## src/rtl/ebu_pkg.sv

```systemverilog
// Shared types and AHB encodings for the external bus unit controllers.
package ebu_pkg;

    typedef enum logic [2:0] {
        ADR_PHASE,
        DATA_PHASE,
        MEM3,
        CACHE_WRITEBACK,
        CACHE_FETCH
    } busstate_t;

    typedef enum logic [1:0] {
        AHB_IDLE   = 2'b00,
        AHB_BUSY   = 2'b01,
        AHB_NONSEQ = 2'b10,
        AHB_SEQ    = 2'b11
    } ahbtranstype_t;

    localparam logic [2:0] HBURST_SINGLE = 3'b000;
    localparam logic [2:0] HBURST_INCR   = 3'b001;
    localparam logic [2:0] HBURST_INCR4  = 3'b011;
    localparam logic [2:0] HBURST_INCR8  = 3'b101;
    localparam logic [2:0] HBURST_INCR16 = 3'b111;

    // Fixed-length INCR code for a line of the given beat count, open INCR otherwise.
    function automatic logic [2:0] burst_code(input int unsigned beats);
        case (beats)
            32'd4:   return HBURST_INCR4;
            32'd8:   return HBURST_INCR8;
            32'd16:  return HBURST_INCR16;
            default: return HBURST_INCR;
        endcase
    endfunction

endpackage

```

## src/rtl/busfsm_beatcounter.sv

```systemverilog
// Beat index counter: clear wins over enable, holds at MAXVAL instead of wrapping.
module busfsm_beatcounter #(
    parameter int unsigned BEATW  = 2,
    parameter int unsigned MAXVAL = 3
) (
    input  logic             HCLK,
    input  logic             reset,
    input  logic             en,
    input  logic             clr,
    output logic [BEATW-1:0] cnt
);

    localparam logic [BEATW-1:0] CNT_MAX = BEATW'(MAXVAL);

    always_ff @(posedge HCLK) begin
        if (reset || clr) begin
            cnt <= '0;
        end else if (en && (cnt != CNT_MAX)) begin
            cnt <= cnt + BEATW'(1);
        end
    end

endmodule

```

## src/rtl/ahb_burst_busfsm.sv

```systemverilog
// AHB-Lite requester controller: uncached single transfers plus cache-line INCR bursts.
module ahb_burst_busfsm
    import ebu_pkg::*;
#(
    parameter  int unsigned BEATSPERLINE = 4,
    localparam int unsigned BEATW        = $clog2(BEATSPERLINE)
) (
    input  logic             HCLK,
    input  logic             reset,
    input  logic             Stall,
    input  logic             Flush,
    input  logic [1:0]       BusRW,
    input  logic [1:0]       CacheBusRW,
    input  logic             HREADY,
    output logic [1:0]       HTRANS,
    output logic             HWRITE,
    output logic [2:0]       HBURST,
    output logic [BEATW-1:0] BeatCount,
    output logic [BEATW-1:0] BeatCountDelayed,
    output logic             CaptureEn,
    output logic             CacheBusAck,
    output logic             BusStall,
    output logic             BusCommitted
);

    localparam logic [BEATW-1:0] LAST_BEAT  = BEATW'(BEATSPERLINE - 1);
    localparam logic [2:0]       LINE_BURST = burst_code(BEATSPERLINE);

    busstate_t        state, next_state;
    ahbtranstype_t    htrans_c;
    logic [BEATW-1:0] adr_cnt, data_cnt;
    logic             adr_done;
    logic             in_cache, cache_req, any_req;
    logic             adr_en, data_en, final_beat;

    assign in_cache   = (state == CACHE_WRITEBACK) || (state == CACHE_FETCH);
    assign cache_req  = |CacheBusRW;
    assign any_req    = cache_req || (|BusRW);
    // Address beats are counted only for line transfers; single transfers leave the index at 0.
    assign adr_en     = (htrans_c != AHB_IDLE) && HREADY
                        && (in_cache || ((state == ADR_PHASE) && cache_req));
    assign data_en    = in_cache && HREADY;
    assign final_beat = data_en && (data_cnt == LAST_BEAT);

    busfsm_beatcounter #(.BEATW(BEATW), .MAXVAL(BEATSPERLINE - 1)) u_adr_cnt (
        .HCLK  (HCLK),
        .reset (reset),
        .en    (adr_en),
        .clr   (final_beat),
        .cnt   (adr_cnt)
    );

    busfsm_beatcounter #(.BEATW(BEATW), .MAXVAL(BEATSPERLINE - 1)) u_data_cnt (
        .HCLK  (HCLK),
        .reset (reset),
        .en    (data_en),
        .clr   (final_beat),
        .cnt   (data_cnt)
    );

    always_ff @(posedge HCLK) begin
        if (reset) begin
            state <= ADR_PHASE;
        end else begin
            state <= next_state;
        end
    end

    // Set once the last line address is accepted; stops further SEQ beats.
    always_ff @(posedge HCLK) begin
        if (reset || final_beat) begin
            adr_done <= 1'b0;
        end else if (adr_en && (adr_cnt == LAST_BEAT)) begin
            adr_done <= 1'b1;
        end
    end

    always_comb begin
        next_state  = state;
        htrans_c    = AHB_IDLE;
        HWRITE      = BusRW[0];
        HBURST      = HBURST_SINGLE;
        CaptureEn   = 1'b0;
        CacheBusAck = 1'b0;
        BusStall    = 1'b0;
        case (state)
            ADR_PHASE: begin
                BusStall = any_req;
                if (cache_req) begin
                    HWRITE = CacheBusRW[0];
                    HBURST = LINE_BURST;
                end
                if (HREADY && !Flush && any_req) begin
                    htrans_c = AHB_NONSEQ;
                    if (CacheBusRW[0])      next_state = CACHE_WRITEBACK;
                    else if (CacheBusRW[1]) next_state = CACHE_FETCH;
                    else                    next_state = DATA_PHASE;
                end
            end
            DATA_PHASE: begin
                CaptureEn = 1'b1;
                BusStall  = 1'b1;
                if (HREADY) next_state = MEM3;
            end
            MEM3: begin
                if (!Stall) next_state = ADR_PHASE;
            end
            CACHE_WRITEBACK, CACHE_FETCH: begin
                // Direction comes from the state so it stays fixed for the whole burst.
                HWRITE    = (state == CACHE_WRITEBACK);
                HBURST    = LINE_BURST;
                BusStall  = 1'b1;
                htrans_c  = adr_done ? AHB_IDLE : AHB_SEQ;
                CaptureEn = (state == CACHE_FETCH) && HREADY;
                if (final_beat) begin
                    CacheBusAck = 1'b1;
                    next_state  = MEM3;
                end
            end
            default: next_state = ADR_PHASE;
        endcase
    end

    assign HTRANS           = htrans_c;
    assign BeatCount        = adr_cnt;
    assign BeatCountDelayed = data_cnt;
    assign BusCommitted     = (state != ADR_PHASE);

endmodule
```

## config.mk

```make
export PLATFORM = sky130hd
export DESIGN_NAME = ahb_burst_busfsm
export DESIGN_NICKNAME = d
export VERILOG_FILES = /design/src/rtl/ebu_pkg.sv /design/src/rtl/busfsm_beatcounter.sv /design/src/rtl/ahb_burst_busfsm.sv
export SDC_FILE = /design/constraint.sdc
export NUM_CORES = 1
export LEC_CHECK = 0
export BUFFER_PORTS_ARGS = -buffer_cell sky130_fd_sc_hd__buf_2
export CORE_AREA = 2 2 39 41
export CTS_BUF_LIST = sky130_fd_sc_hd__clkbuf_8
export CTS_CLUSTER_SIZE = 10
export DETAILED_ROUTE_END_ITERATION = 16
export DIE_AREA = 0 0 41 43
export PLACE_DENSITY_LB_ADDON = 0.2
export SLEW_MARGIN = 20
export SYNTH_ARGS = -nofsm -noshare
export SYNTH_HDL_FRONTEND = slang
export SYNTH_HIERARCHICAL = 1
export SYNTH_SLANG_ARGS = --single-unit
```

## constraint.sdc

```tcl
create_clock -name HCLK -period 5.5 [get_ports HCLK]
set_input_delay 1.1 -clock HCLK [delete_from_list [all_inputs] [get_ports HCLK]]
set_output_delay 1.1 -clock HCLK [all_outputs]
set_load 0.1 [all_outputs]
```

==> key figures <==
Logic synthesis
  • Synth top cells by count: 8 x dfxtp_1, 7 x nand2_1, 5 x nor2_1
  • Area contributors post-synth: dfxtp_1 24%, nor3_2 6.0%, nor2b_4 4.2%
  • Count leader, synth: dfxtp_1
  • Syn Area/Cell: 8.486 um^2
  • Top_reg_cell synth: dfxtp_1
  • Post-synth EDFFs: 0
  • Sequential share of the synthesized area: between 20 and 25%
  • Syn_nets: 89
  • Flops & latches, synth: 8
  • Yosys Warn Count: 6
  • Post-synth top area share: 24.20%
  • Mapped cell area: 661.9 um^2
  • Area leader, netlist: dfxtp_1
  • Synth Instances: 78
  • Async S/R FF share, synth: 0%
  • Post-synth cell types: 36

Global routing
  • Vias in the first global route: 553
  • Total track usage: 17.76%
  • Grt ovf: 0
  • Largest net degree at the start of global routing: 13
  • Initial antenna violation count: 0
  • First-pass GRT wire length: between 2 and 2.5 mm

Die
  • Rows: 14
  • Initial core utilization: 47.83%
  • Core Box Area: 1384 um^2
  • Ports: 23
  • Die height: 43 um
  • Die width: a little over 40 um
  • Die area: 1763 um^2

Power and ir drop
  • Comb pwr share: 44.6%
  • Power per cell area: 300.9 nW/um^2
  • Peak supply drop: 0.0001694 V
  • P_sw: 0.1090 mW
  • Pleak: 0.3540 nW
  • Clock power share: 28.0%
  • Reg power frac: between 20% and 30%
  • Internal: 0.1301 mW
  • Switching Share: between 40% and 50%

Drt
  • M1 WL: roughly 560 um
  • Vias per inst: 5.336
  • Drt drc: 0
  • Routed length on met2: 662 um
  • Via count: 603
  • Met3 WL: 54 um
  • Antenna Nets Post-Route: 0
  • DRT iter0 DRCs: 1
  • Total Wirelength: 1.283 mm
  • Drt pass-1 iters: 3
  • Avg WL per Cell: ~11 um
  • Uppermost layer routed: met4

Final layout
  • Fin area: 794.5 um^2
  • Layout Cells excl Fill: 113
  • Area growth syn-to-layout: 20.04%
  • Share of cells above drive strength 1: 38.14%
  • N_diodes: 0
  • # nets final: 110

Placement
  • Area after DPL: approximately 750 um^2
  • Detailed placement HPWL: 1.016 mm
  • Placed cells: 110
  • Count of input and output buffers: 21
  • Gpl congestion: 0.7111

Clock network
  • CTS H-Tree Depth: 1
  • TritonCTS buffer count: 3
  • Clk_lat worst skew: 0.22 ns
  • Clock Tree Root: clkbuf_8
  • CTS Sinks: 8
  • Setup Buffers After CTS: 0
  • TritonCTS clock tree: done
  • Worst-path clk slew: approximately 0.040 ns
  • Cts hold-fix bufs: 0
  • Post-cts sizing count: 0
  • CTS Buffer Depth: 2

Critical path
  • Worst Path Arrival: 2.36 ns
  • CP required: 4.40 ns
  • Worst setup SP type: input port
  • Crit path max fanout: 4
  • Setup crit end kind: output port
  • CP Class: in -> out

Timing
  • Hold Fails Final Rpt: 0
  • Fin crit share: between 60 and 70%
  • Crit path time final: 3.460 ns
  • RSZ-0062 raised after global routing: false
  • Final setup fails: 0
  • Setup Skew: 0.002627 ns
  • Max_slew headroom: 62.11%
  • Slew Viols, Final: 0
  • Least-Margin Pin Slew: 0.5631 ns
  • Max Fclk: 289.0 MHz
  • Final TNS setup: 0 ns

Outcome
  • Status: completed

Job
  • Max-cap viol count: 0

Min path
  • Hold Path Class: reg -> reg
## path summary, 6_finish.rpt
kind / start / to / slack, ns / cells past startpoint
worst max register to register: state[0]$_SDFFE_PP0P_ / u_adr_cnt/cnt[1]$_SDFFE_PP0P_ / 3.33 / 6
worst max-delay path: CacheBusRW[1] / HTRANS[1] / 2.04 / 5
worst min-delay path: adr_done$_SDFFE_PP0P_ / adr_done$_SDFFE_PP0P_ / 0.48 / 1
worst min register to register: adr_done$_SDFFE_PP0P_ / adr_done$_SDFFE_PP0P_ / 0.48 / 1
## power by group through the flow
stage	Combinational (mW)	Clock, mW	Sequential [mW]
after floorplan	0.0910	0	0.0693
after global placement	0.106	0	0.0662
after detailed placement	0.107	0	0.0663
after CTS	0.107	0.0698	0.0654
after global routing	0.113	0.0730	0.0658
final	0.107	0.0670	0.0655
## metal layers
layer,vias up,global-route usage (%)
li1,313,-
met1,275,21.24
met2,13,28.13
met3,2,1.571
met4,0,12.00
met5,-,0
## kinds of logic (layout without fill, tap and decap cells)
logic type	Yosys count	in the layout	share of synthesized area, %
compound gates	19	19	23.44
xor+xnor	2	2	2.647
fa+ha+maj	2	2	3.780
buf+inv	9	28	7.371
flops	8	8	24.20
mux	2	2	3.025
other cells	1	1	0.5666
simple gates	35	35	34.97
## layout by cell type, fill, tap and decap left out, types with 2 or more instances in the layout
cell type	count
mux2i_1	2
a21oi_1	4
nor2_1	5
o21ai_0	3
nor2b_1	2
nor3_1	2
buf_2	21
o21bai_1	2
inv_1	4
dfxtp_1	8
xnor2_1	2
nor3_2	4
ha_1	2
nand3b_1	2
nand2_1	7
o21ba_2	2
nand2b_1	3
clkbuf_8	3
or3_4	2
nor2b_4	2
## metrics by stage
step                utilization, %  hold slack (ns)  setup WS (ns)  power (mW)
finish                       57.41           0.4790          2.040      0.2391
detailed placement           54.43           0.4706          2.015      0.1733
global placement             54.43           0.4622          2.084      0.1726
floorplan                        -           0.4430          1.682      0.1603
CTS                          57.41           0.4797          2.015      0.2423
global route                 57.41           0.5095          1.917      0.2518
## worst max-delay path: stages
cell and delay, ns:
buf_2 0.12, nor4_1 0.53, or3_4 0.26, nand2_1 0.05, buf_2 0.30
## state kept, by name, indices dropped and copies added, names as in the netlist
| name | count |
|---|---|
| u_adr_cnt/cnt | 2 |
| state | 3 |
| u_data_cnt/cnt | 2 |
| adr_done | 1 |
## final cells by class
type	instances	area [um^2]
fill	131	589.3
multi-input combinational	61	452.9
sequential	8	160.2
timing repair buffer	21	105.1
clock buffer	3	41.29
tap	16	20.02
inverter	4	15.01
Note: power is estimated with default switching activity, not from simulation.
